$ cat src/rtl/bp_delta_accumulator_pkg.sv
// Shared definitions for the BP partial-delta accumulator: default geometry,
// FSM state encoding and the small sizing/slicing helpers.
// Optional hit counters are enabled with the macro BP_DELTA_ACC_CNT_EN.
package bp_delta_accumulator_pkg;

    // Base bit offset of lane 0 inside every packed per-lane bus
    localparam int LANE0_LSB = 0;

    // Lane address width: at least one bit even for a single-row bank
    function automatic int addr_width(input int depth);
        return (depth > 1) ? $clog2(depth) : 1;
    endfunction

    // Hit counter width able to hold the value fo
    function automatic int cnt_width(input int fo_n);
        return (fo_n > 0) ? $clog2(fo_n + 1) : 1;
    endfunction

    // LSB of lane 'lane' in a packed bus of slice_w-bit lanes
    function automatic int lane_lsb(input int lane, input int slice_w);
        return LANE0_LSB + lane * slice_w;
    endfunction

    localparam int DEF_FO    = 2;
    localparam int DEF_P     = 16;
    localparam int DEF_Z     = 8;
    localparam int DEF_WIDTH = 16;
    localparam int DEF_D     = DEF_P / DEF_Z;
    localparam int DEF_AW    = addr_width(DEF_D);

    typedef enum logic [1:0] {
        ST_CLEAR = 2'd0,
        ST_IDLE  = 2'd1,
        ST_ACCUM = 2'd2,
        ST_DRAIN = 2'd3
    } acc_state_e;

endpackage

$ cat src/rtl/bp_delta_accumulator_if.sv
// Bus bundle between the accumulator (slave) and its environment (master):
// the BP set partial-delta exchange, the accumulation control and the drain.
//
// Handshakes: acc_valid is a one-sided strobe (the accumulator always
// accepts while in ACCUM). The drain is a strict valid/ready pair: a beat
// transfers on a clock edge where out_valid & out_ready are both high;
// while out_valid is high and out_ready low, out_row and out_package hold.
interface bp_delta_accumulator_if #(
    parameter int z     = 8,
    parameter int width = 16,
    parameter int aw    = 1
) ();
    logic                 start;
    logic                 acc_valid;
    logic                 acc_last;
    logic [z*aw-1:0]      acc_addr_package;
    logic [width*z-1:0]   partial_d_package;
    logic                 pd_valid;
    logic [width*z-1:0]   deltap_package;
    logic                 out_valid;
    logic                 out_ready;
    logic [aw-1:0]        out_row;
    logic [width*z-1:0]   out_package;
    logic                 busy;

    modport slave (
        input  start, acc_valid, acc_last, acc_addr_package, deltap_package, out_ready,
        output partial_d_package, pd_valid, out_valid, out_row, out_package, busy
    );

    modport master (
        output start, acc_valid, acc_last, acc_addr_package, deltap_package, out_ready,
        input  partial_d_package, pd_valid, out_valid, out_row, out_package, busy
    );
endinterface

$ cat src/rtl/bp_delta_accumulator_delta_lane_bank.sv
// One lane of delp storage: D x width words, a registered read with
// write-to-read forwarding, one write port and a zeroing port.
// With BP_DELTA_ACC_CNT_EN defined each entry also carries a saturating hit
// counter used for the contribution-count check.
module delta_lane_bank
    import bp_delta_accumulator_pkg::*;
#(
    parameter int D     = 2,
    parameter int AW    = 1,
    parameter int width = 16
`ifdef BP_DELTA_ACC_CNT_EN
    ,
    parameter int fo    = 2
`endif
) (
    input  logic             clk,
    input  logic             reset_n,
    input  logic             rd_en,
    input  logic [AW-1:0]    rd_addr,
    output logic [width-1:0] rd_data,
    input  logic             wr_en,
    input  logic [AW-1:0]    wr_addr,
    input  logic [width-1:0] wr_data,
    input  logic             clr_en,
    input  logic [AW-1:0]    clr_addr,
    input  logic [AW-1:0]    row_addr,
    output logic [width-1:0] row_data
`ifdef BP_DELTA_ACC_CNT_EN
    ,
    output logic             hit_full,
    output logic             row_bad
`endif
);

    logic [width-1:0] mem [D];
    logic [width-1:0] rd_q;

    // Storage update; zeroing and accumulation writes never coincide because
    // they belong to different FSM states.
    always_ff @(posedge clk) begin
        if (clr_en) begin
            mem[clr_addr] <= '0;
        end else if (wr_en) begin
            mem[wr_addr] <= wr_data;
        end
    end

    // Registered read; a write landing on the same row this cycle is forwarded
    // so back-to-back hits on one entry never see the stale word.
    always_ff @(posedge clk) begin
        if (!reset_n) begin
            rd_q <= '0;
        end else if (rd_en) begin
            rd_q <= (wr_en && (wr_addr == rd_addr)) ? wr_data : mem[rd_addr];
        end
    end

    assign rd_data  = rd_q;
    assign row_data = mem[row_addr];

`ifdef BP_DELTA_ACC_CNT_EN
    localparam int CW = cnt_width(fo);
    localparam logic [CW-1:0] FO_C = CW'(fo);

    logic [CW-1:0] cnt [D];

    // Per-entry hit counters, cleared with their entry and saturating at fo
    always_ff @(posedge clk) begin
        if (clr_en) begin
            cnt[clr_addr] <= '0;
        end else if (wr_en && (cnt[wr_addr] != FO_C)) begin
            cnt[wr_addr] <= cnt[wr_addr] + CW'(1);
        end
    end

    assign hit_full = wr_en && (cnt[wr_addr] == FO_C);
    assign row_bad  = (cnt[row_addr] != FO_C);
`endif

endmodule

$ cat src/rtl/bp_delta_accumulator.sv
// Storage and sequencing partner for the BP processor set: feeds stored
// partial delp words out as partial_d, writes the returned deltap back, and
// once a pass is complete streams the finished p-layer delp rows z per beat.
// Defining BP_DELTA_ACC_CNT_EN adds per-entry hit counters and cnt_err.
module bp_delta_accumulator
    import bp_delta_accumulator_pkg::*;
#(
    parameter int fo    = DEF_FO,
    parameter int p     = DEF_P,
    parameter int z     = DEF_Z,
    parameter int width = DEF_WIDTH
) (
    input  logic                  clk,
    input  logic                  reset_n,
    bp_delta_accumulator_if.slave bus,
    output acc_state_e            dbg_state
`ifdef BP_DELTA_ACC_CNT_EN
    ,
    output logic                  cnt_err
`endif
);

    localparam int D  = p / z;
    localparam int AW = addr_width(D);
    localparam logic [AW-1:0] LAST_ROW = AW'(D - 1);

    if (((p % z) != 0) || (fo < 1)) begin : g_bad_cfg
        $error("bp_delta_accumulator: p must be a multiple of z and fo must be >= 1");
    end

    acc_state_e         state_q;
    acc_state_e         state_d;
    logic               busy;
    logic               clear_en;
    logic               drain_en;
    logic               accept;
    logic               last_pending;
    logic [AW-1:0]      clr_row_q;
    logic [AW-1:0]      out_row_q;
    logic               s1_valid_q;
    logic               s1_last_q;
    logic [z*AW-1:0]    s1_addr_q;
    logic               wr_en;
    logic               drain_fire;
    logic               zero_en;
    logic [AW-1:0]      zero_row;
    logic [z*width-1:0] pd_pkg;
    logic [z*width-1:0] row_pkg;

    // A pass ends once the write belonging to the acc_last cycle is in flight
    assign last_pending = s1_valid_q & s1_last_q;

    // State register
    always_ff @(posedge clk) begin
        if (!reset_n) begin
            state_q <= ST_CLEAR;
        end else begin
            state_q <= state_d;
        end
    end

    // Next-state and per-state control strobes
    always_comb begin
        state_d  = state_q;
        busy     = 1'b1;
        clear_en = 1'b0;
        drain_en = 1'b0;
        accept   = 1'b0;
        case (state_q)
            ST_CLEAR: begin
                clear_en = 1'b1;
                if (clr_row_q == LAST_ROW) begin
                    state_d = ST_IDLE;
                end
            end
            ST_IDLE: begin
                busy = 1'b0;
                if (bus.start) begin
                    state_d = ST_ACCUM;
                end
            end
            ST_ACCUM: begin
                accept = bus.acc_valid & ~last_pending;
                if (last_pending) begin
                    state_d = ST_DRAIN;
                end
            end
            ST_DRAIN: begin
                drain_en = 1'b1;
                if (bus.out_ready && (out_row_q == LAST_ROW)) begin
                    state_d = ST_IDLE;
                end
            end
            default: begin
                state_d = ST_CLEAR;
            end
        endcase
    end

    // Writes and drain clears are suppressed on a reset edge so an in-flight
    // accumulation is dropped rather than committed.
    assign wr_en      = s1_valid_q & reset_n;
    assign drain_fire = drain_en & bus.out_ready & reset_n;
    assign zero_en    = clear_en | drain_fire;
    assign zero_row   = clear_en ? clr_row_q : out_row_q;

    // Read-pipeline stage and the clear/drain row counters
    always_ff @(posedge clk) begin
        if (!reset_n) begin
            s1_valid_q <= 1'b0;
            s1_last_q  <= 1'b0;
            s1_addr_q  <= '0;
            clr_row_q  <= '0;
            out_row_q  <= '0;
        end else begin
            s1_valid_q <= accept;
            s1_last_q  <= accept & bus.acc_last;
            if (accept) begin
                s1_addr_q <= bus.acc_addr_package;
            end
            if (clear_en) begin
                clr_row_q <= (clr_row_q == LAST_ROW) ? '0 : clr_row_q + AW'(1);
            end
            if (drain_fire) begin
                out_row_q <= (out_row_q == LAST_ROW) ? '0 : out_row_q + AW'(1);
            end
        end
    end

`ifdef BP_DELTA_ACC_CNT_EN
    logic [z-1:0] hit_full;
    logic [z-1:0] row_bad;
    logic         cnt_err_q;

    // Sticky count error, cleared when the next pass starts
    always_ff @(posedge clk) begin
        if (!reset_n) begin
            cnt_err_q <= 1'b0;
        end else if ((state_q == ST_IDLE) && bus.start) begin
            cnt_err_q <= 1'b0;
        end else if ((|hit_full) || (drain_fire && (|row_bad))) begin
            cnt_err_q <= 1'b1;
        end
    end

    assign cnt_err = cnt_err_q;
`endif

    for (genvar k = 0; k < z; k++) begin : g_lane
        delta_lane_bank #(
            .D     (D),
            .AW    (AW),
            .width (width)
`ifdef BP_DELTA_ACC_CNT_EN
            ,
            .fo    (fo)
`endif
        ) u_bank (
            .clk      (clk),
            .reset_n  (reset_n),
            .rd_en    (accept),
            .rd_addr  (bus.acc_addr_package[lane_lsb(k, AW) +: AW]),
            .rd_data  (pd_pkg[lane_lsb(k, width) +: width]),
            .wr_en    (wr_en),
            .wr_addr  (s1_addr_q[lane_lsb(k, AW) +: AW]),
            .wr_data  (bus.deltap_package[lane_lsb(k, width) +: width]),
            .clr_en   (zero_en),
            .clr_addr (zero_row),
            .row_addr (out_row_q),
            .row_data (row_pkg[lane_lsb(k, width) +: width])
`ifdef BP_DELTA_ACC_CNT_EN
            ,
            .hit_full (hit_full[k]),
            .row_bad  (row_bad[k])
`endif
        );
    end

    assign bus.partial_d_package = pd_pkg;
    assign bus.pd_valid          = s1_valid_q;
    assign bus.out_valid         = drain_en;
    assign bus.out_row           = out_row_q;
    assign bus.out_package       = drain_en ? row_pkg : '0;
    assign bus.busy              = busy;
    assign dbg_state             = state_q;

endmodule

$ cat src/flat_wrapper.sv
// flat-port wrapper written by rule: the top's interface ports become plain ports
module bp_delta_accumulator_flat import bp_delta_accumulator_pkg::*;
#(
    parameter int fo    = DEF_FO,
    parameter int p     = DEF_P,
    parameter int z     = DEF_Z,
    parameter int width = DEF_WIDTH
)
  (clk, reset_n, dbg_state, bus_start, bus_acc_valid, bus_acc_last, bus_acc_addr_package, bus_deltap_package, bus_out_ready, bus_partial_d_package, bus_pd_valid, bus_out_valid, bus_out_row, bus_out_package, bus_busy);
  bp_delta_accumulator_if #(.z(z), .width(width), .aw((DEF_AW))) bus_i ();
  input  logic clk;
  input  logic reset_n;
  output acc_state_e dbg_state;
  input wire logic [$bits(bus_i.start)-1:0] bus_start;
  input wire logic [$bits(bus_i.acc_valid)-1:0] bus_acc_valid;
  input wire logic [$bits(bus_i.acc_last)-1:0] bus_acc_last;
  input wire logic [$bits(bus_i.acc_addr_package)-1:0] bus_acc_addr_package;
  input wire logic [$bits(bus_i.deltap_package)-1:0] bus_deltap_package;
  input wire logic [$bits(bus_i.out_ready)-1:0] bus_out_ready;
  output wire logic [$bits(bus_i.partial_d_package)-1:0] bus_partial_d_package;
  output wire logic [$bits(bus_i.pd_valid)-1:0] bus_pd_valid;
  output wire logic [$bits(bus_i.out_valid)-1:0] bus_out_valid;
  output wire logic [$bits(bus_i.out_row)-1:0] bus_out_row;
  output wire logic [$bits(bus_i.out_package)-1:0] bus_out_package;
  output wire logic [$bits(bus_i.busy)-1:0] bus_busy;
  assign bus_i.start = bus_start;
  assign bus_i.acc_valid = bus_acc_valid;
  assign bus_i.acc_last = bus_acc_last;
  assign bus_i.acc_addr_package = bus_acc_addr_package;
  assign bus_i.deltap_package = bus_deltap_package;
  assign bus_i.out_ready = bus_out_ready;
  assign bus_partial_d_package = bus_i.partial_d_package;
  assign bus_pd_valid = bus_i.pd_valid;
  assign bus_out_valid = bus_i.out_valid;
  assign bus_out_row = bus_i.out_row;
  assign bus_out_package = bus_i.out_package;
  assign bus_busy = bus_i.busy;
  bp_delta_accumulator #(.fo(fo), .p(p), .z(z), .width(width)) u_core (.clk(clk), .reset_n(reset_n), .bus(bus_i), .dbg_state(dbg_state));
endmodule
$ cat config.mk
export PLATFORM = sky130hd
export DESIGN_NAME = bp_delta_accumulator_flat
export DESIGN_NICKNAME = d
export VERILOG_FILES = /design/src/rtl/bp_delta_accumulator_pkg.sv /design/src/rtl/bp_delta_accumulator_if.sv /design/src/rtl/bp_delta_accumulator_delta_lane_bank.sv /design/src/rtl/bp_delta_accumulator.sv /design/src/flat_wrapper.sv
export SDC_FILE = /design/constraint.sdc
export NUM_CORES = 1
export LEC_CHECK = 0
export BUFFER_PORTS_ARGS = -buffer_cell sky130_fd_sc_hd__buf_2
export CAP_MARGIN = 20
export CORE_MARGIN = 2
export CORE_UTILIZATION = 55
export DETAILED_ROUTE_END_ITERATION = 6
export GPL_TIMING_DRIVEN = 1
export PLACE_DENSITY = 0.81
export SYNTH_ARGS = -nofsm -noshare
export SYNTH_HDL_FRONTEND = slang
export SYNTH_SLANG_ARGS = --single-unit
$ cat constraint.sdc
create_clock -name clk -period 3.61 [get_ports clk]
set_input_delay 0.361 -clock clk [delete_from_list [all_inputs] [get_ports clk]]
set_output_delay 0.361 -clock clk [all_outputs]
set_load 0.01 [all_outputs]
; ---- Yosys cells after proc, flatten, opt, wreduce, memory -nomap -nowiden
; Memory sizes are Yosys's and may differ from the RTL's. A register that Yosys moved wholly into a read port is not among the register bits.
; Cells that the tools add are included.
[word_totals]
ramBits = 256
in_bits = 142
memories = 8
out_inout_bits = 262
regBits = 14
[memory_table]
columns = memory, words, width, rd, rd_clocked_by_memory_dff, write_ports, line
row1 = u_core.g_lane[0].u_bank.mem, 2, 16, 2, 2, 1, bp_delta_accumulator_delta_lane_bank.sv:35  ; logic [width-1:0] mem [D];
row2 = u_core.g_lane[1].u_bank.mem, 2, 16, 2, 2, 1, bp_delta_accumulator_delta_lane_bank.sv:35
row3 = u_core.g_lane[2].u_bank.mem, 2, 16, 2, 2, 1, bp_delta_accumulator_delta_lane_bank.sv:35
row4 = u_core.g_lane[3].u_bank.mem, 2, 16, 2, 2, 1, bp_delta_accumulator_delta_lane_bank.sv:35
row5 = u_core.g_lane[4].u_bank.mem, 2, 16, 2, 2, 1, bp_delta_accumulator_delta_lane_bank.sv:35
row6 = u_core.g_lane[5].u_bank.mem, 2, 16, 2, 2, 1, bp_delta_accumulator_delta_lane_bank.sv:35
row7 = +2 memories, -, -, -, -, -, -
[op_classes]
addsub = 2
n_mux = 58
n_bitwise = 8
reduce_logical = 19
eq_ne = 7
[ops]
columns = op, n
row1 = $mux W128, 1
row2 = $mux W16, 8
row3 = $reduce_or A16 Y1, 8
row4 = $mux W1, 44
row5 = $logic_not A1 Y1, 8
row6 = $mux W2, 4
row7 = $pmux W2 S4, 1
row8 = $and A1 B1 Y1, 6
row9 = $ne A2 B1 Y1 const B, 3
row10 = $eq A2 B2 Y1 const B, 2
row11 = $reduce_and A4 Y1, 1
row12 = $add A1 B1 Y1 const B, 2
row13 = $eq A2 B1 Y1 const B, 1
row14 = $logic_not A2 Y1, 1
row15 = $ne A2 B2 Y1 const B, 1
row16 = $logic_and A1 B1 Y1, 1
row17 = $not A1 Y1, 1
row18 = $or A1 B1 Y1, 1

; ---- Depth between registers and ports, before layout
[depth]
word_depth = 9
depth_mapped = 11
mapped_depth_nobuf = 7

; ---- Hierarchy
; Synthesis repeated with hierarchy kept, for this count alone.
[unflattened]
hier_cells = 1690
area_unflattened_um2 = 21439.3
[modules_own_cells]
columns = mod, seq_area_each_um2, cells_each, instances, area_per_inst_um2
row1 = delta_lane_bank (u_core.g_lane[1].u_bank ...), 1281.2, 184, 5, 2484.9
row2 = delta_lane_bank (u_core.g_lane[0].u_bank ...), 1281.2, 185, 3, 2502.4
row3 = bp_delta_accumulator, 280.3, 215, 1, 1507.7

; ---- Worst setup path before layout
; Ideal clock, no wire load.
[synth_path]
path_type = register -> register
startpoint = register u_core.state_q[0] (netlist: u_core.dbg_state[0])
endpoint = memory u_core.g_lane[1].u_bank.mem[0][0] (enable)
stages_incl_launch_ff = 10
required_time_ns = 3.220
path_slack_ns = 0.666
synth_period_minus_slack_ns = 2.944
arrival_time_ns = 2.554
setup_ns = 0.390
cell_sequence = dfxtp_1 -> inv_1 -> ha_1 -> buf_6 -> a21o_1 -> or3_4 -> buf_6 -> buf_8 -> o21ai_2 -> nor2b_1
[synth_via]
elab_chain_cells = 9
elab_cells_between_ends = 15
classes_between = eq/ne (1) / mux (9) / bitwise (3) / reduce/logical (2)
[synth_rtl]
columns = item, line
row1 = start: declaration, bp_delta_accumulator.sv:31  ; acc_state_e state_q;
row2 = start signal: assignment, bp_delta_accumulator.sv:58  ; state_q <= state_d;
row3 = $eq A2 B2 Y1, bp_delta_accumulator.sv:69  ; case (state_q)
row4 = $mux W1, bp_delta_accumulator.sv:69
row5 = $and A1 B1 Y1 (2 in a row), bp_delta_accumulator.sv:103  ; assign drain_fire = drain_en & bus.out_ready & reset_n;
row6 = $or A1 B1 Y1, bp_delta_accumulator.sv:104  ; assign zero_en = clear_en | drain_fire;
row7 = $mux W1, bp_delta_accumulator_delta_lane_bank.sv:41  ; if (clr_en) begin
row8 = $mux W1 (not written as such), bp_delta_accumulator_delta_lane_bank.sv:44  ; mem[wr_addr] <= wr_data;
row9 = $reduce_or A16 Y1 (no line), -
row10 = $mux W1 (no line), -
row11 = end: declaration, bp_delta_accumulator_delta_lane_bank.sv:35
; Several ways; a longest one is shown, not always the timed one.

; ---- Worst setup path after layout
[layout_path]
startpoint = register u_core.state_q[0] (netlist: u_core.dbg_state[0])
endpoint = output port bus_out_package[75]
[layout_via]
elab_chain_cells = 3
[layout_rtl]
columns = item, line
row1 = $eq A2 B2 Y1, bp_delta_accumulator.sv:69
row2 = $mux W1, bp_delta_accumulator.sv:69
row3 = $mux W128, bp_delta_accumulator.sv:183  ; assign bus.out_package = drain_en ? row_pkg : '0;
row4 = end: declaration, flat_wrapper.sv:24  ; output wire logic [$bits(bus_i.out_package)-1:0] bus_out_package;
; Every way passes these cells.

==> flow_summary.json <==
{
  "path_max_fanout": 77,
  "slew_headroom": 0.452,
  "critPathSlowestCell": "buf_4",
  "startpoint": "u_core.dbg_state[0]",
  "switching_share": 0.306,
  "seqPwrFrac": 0.493,
  "die_x_um": 186,
  "grt_max_degree": 129,
  "synth.cell_area_um2": 18100,
  "synth.distinct_cells": 44,
  "ir_worst_vdd_mv": 0.463,
  "vias": 13100,
  "syn_inst": 1406,
  "hpwl_mm": 31.7,
  "pre_cts_ws_ps": 571,
  "fp.dieArea_um2": 34400,
  "max_freq_ghz": 0.346,
  "wirelength_mm": 47.9,
  "status": "completed",
  "synth_ff_type": "edfxtp_1",
  "timing.final.max_slew_violations": 0,
  "synth_top_family_by_area": "multiplexers",
  "dpl_cell_area_um2": 20600,
  "synth_seq_cells": 399,
  "cts_hold_buf": 0,
  "max_stage_delay_ps": 500,
  "gp_congestion": 0.824,
  "remaining_drc_errors": 0,
  "critPathBufInv": 3,
  "initialDrtViolationCount": 899,
  "startpoint_type": "register",
  "fp.coreArea_um2": 32500,
  "grt_pass1_wl_mm": 71.2,
  "initial_core_util": 0.557,
  "r2r_slack_ps": 770,
  "synth-compound-area-share": 0.112,
  "ioPinCount": 404,
  "grt_antenna_before_repair": 3,
  "vias_per_cell": 5.79,
  "cp.required_ps": 3250,
  "p_per_area_nw_per_um2": 665,
  "synthArstFlopShare": 0,
  "cts_max_path_buffers": 3,
  "root_buffer": "clkbuf_16",
  "power_switching_uw": 4450,
  "pwr-share-comb": 0.235,
  "layout.nets": 1935,
  "die_y_um": 186,
  "design_area_um2": 21900,
  "path_clk_slew_ps": 60,
  "min_period_over_period": 0.800,
  "dr.pass1.iters": 5,
  "finalHoldViolations": 0,
  "fp-row-count": 66,
  "yosys.area_share.simple": 0.123,
  "grt_overflow_total": 0,
  "dp_cells": 2186,
  "antenna_left": 0,
  "maxCapViolCount": 0,
  "endpoint": "bus_out_package[75]",
  "grt.total_usage": 0.267,
  "numCtsBuffers": 41,
  "synth_mux_area_frac": 0.146,
  "synth_top_area_frac": 0.424,
  "numClockSinks": 399,
  "setup_slack_ps": 720,
  "synth-edff-count": 256,
  "area_growth_syn_to_layout_pct": 20.5,
  "setup.worst_path.class": "reg2out",
  "final_cell_count_no_fill": 2262,
  "critical_path.cell_chain": "ha_4, buf_4, buf_16, nor2b_1, buf_2",
  "cts_resized": 0,
  "setup_viol": 0,
  "timing.rr.start": "u_core.dbg_state[1]",
  "grt_pass1_vias": 12900,
  "yosys.area_share.xor_xnor": 0.00483,
  "rsz0062_at_grt": "no",
  "yosys_warnings": 0,
  "final_layout_size_suffix_gt1_frac": 0.331,
  "cts_tree": "done",
  "worstHoldPathType": "in2reg",
  "critPathTopFamily": "buffers and inverters",
  "htreeDepth": 2,
  "synthTopCellsByArea": "edfxtp_1, dfxtp_1, mux2i_1, nor2b_1, and2_1",
  "synth_top_cell_by_area": "edfxtp_1",
  "fin_setup_tns_ps": 0,
  "synth.avg_cell_area_um2": 12.9,
  "min_period_ps": 2890,
  "post_cts_buffers": 0,
  "p_leak_uw": 0.00906,
  "avgRoutedWirePerCell_um": 21.2,
  "cp-end-kind": "output pin",
  "synth_nets": 1552,
  "r2r_end": "u_core.g_lane[2].u_bank.rd_data[12]",
  "skew_ps": 15.9,
  "crit_arrival_ps": 2530,
  "critical_path_depth": 5,
  "reg2reg_depth": 6,
  "power.internal_uw": 10100,
  "worst_pin_slew_ps": 819,
  "clock_power_share": 0.272,
  "clock_latency_ps": 520,
  "synthAdderAreaFrac": 0.00276,
  "seq_area_frac_synth": 0.582,
  "port_buffers": 403
}
-- metal layers --
layer / global-route usage / vias to the layer above / wire (µm)
met3: 0.0522 / 100 / 4000
met5: 0 / - / 27
li1: - / 5993 / -
met1: 0.344 / 6370 / 19100
met2: 0.450 / 631 / 23400
met4: 0.0964 / 4 / 1400
-- sequential cells by signal, summed over array words and instances (netlist names), named ones only --
name,cells
u_core.dbg_state,2
u_core.g_lane.u_bank.rd_data,128
u_core.g_lane.u_bank.mem,256
u_core.bus.pd_valid,1
u_core.bus.out_row,1
u_core.clr_row_q,1
u_core.s1_addr_q,8
u_core.s1_last_q,1
-- cell usage after synthesis (all sizes together) (9+ instances only) --
cell type    n
mux2        48
a21oi        9
dfxtp      143
nor2b      136
clkbuf      66
and3        49
a22oi       80
nor2        18
edfxtp     256
mux2i      210
and2       130
xor2         9
nand2       20
a221o       48
inv         14
o21ai       88
o31ai        9
buf         37
-- cells by family (layout without fill, tap and decap cells) --
family / count (synthesis) / after routing
flip-flops: 399 / 399
AND/OR/NAND/NOR: 361 / 361
multiplexers: 258 / 258
AO/OA/AOI/OAI: 256 / 256
buffers and inverters: 118 / 530
XOR/XNOR: 10 / 10
adder cells (fa/ha/maj): 4 / 4
other: 0 / 2
-- area by class of cell --
cell class                 count  area, µm²
sequential                   399      10600
fill                        2478      10700
tap                          442        553
timing repair buffer         443       2400
multi-input combinational    889       7050
inverter                      15       56.3
antenna                        2       5.00
clock buffer                  67       1180
clock inverter                 5       51.3
-- power groups by stage --
stage	Sequential [µW]	Clock [µW]	Combinational (µW)
after floorplan	7120	0	2170
after global placement	7120	0	3360
after detailed placement	7240	0	3410
after CTS	7160	4000	3430
after global routing	7310	4180	3710
final	7170	3950	3410
-- stage by stage --
step / utilization / total power [µW] / hold WS (ps)
finish: 0.672 / 14500 / 78.7
CTS: 0.671 / 14600 / 62.5
floorplan: - / 9290 / 470
global route: 0.672 / 15200 / 64.3
detailed placement: 0.633 / 10700 / 472
global placement: 0.632 / 10500 / 467
-- cells in the final DEF, fill, tap and decap left out, types with 9 or more instances in the layout --
cell type / netlist / final
a21oi_1: 9 / 9
a221o_1: 48 / 48
a22oi_1: 80 / 80
and2_1: 130 / 130
and3_1: 49 / 49
buf_2: 15 / 403
buf_4: 4 / 32
clkbuf_1: 66 / 20
clkbuf_16: 0 / 41
dfxtp_1: 143 / 142
edfxtp_1: 256 / 256
inv_1: 13 / 13
mux2_2: 48 / 48
mux2i_1: 210 / 210
nand2_1: 19 / 19
nor2_1: 18 / 17
nor2b_1: 136 / 136
o21ai_0: 41 / 41
o21ai_1: 12 / 12
o21ai_2: 35 / 35
xor2_1: 9 / 9
-- worst min-delay path by stage --
| stage | slack (ps) | start | cells past startpoint | endpoint |
|---|---|---|---|---|
| after CTS | 60 | bus_deltap_package[21] | 2 | u_core.g_lane[1].u_bank.rd_data[5] |
| after detailed placement | 470 | u_core.g_lane[2].u_bank.rd_data[5] | 2 | u_core.g_lane[2].u_bank.rd_data[5] |
| after global placement | 470 | u_core.g_lane[4].u_bank.rd_data[7] | 2 | u_core.g_lane[4].u_bank.rd_data[7] |
| after floorplan | 470 | u_core.s1_addr_q[5] | 2 | u_core.s1_addr_q[5] |
| final | 80 | bus_deltap_package[21] | 2 | u_core.g_lane[1].u_bank.rd_data[5] |
| after global routing | 60 | bus_deltap_package[29] | 2 | u_core.g_lane[1].u_bank.rd_data[13] |
(Power assumes the default switching activity.)
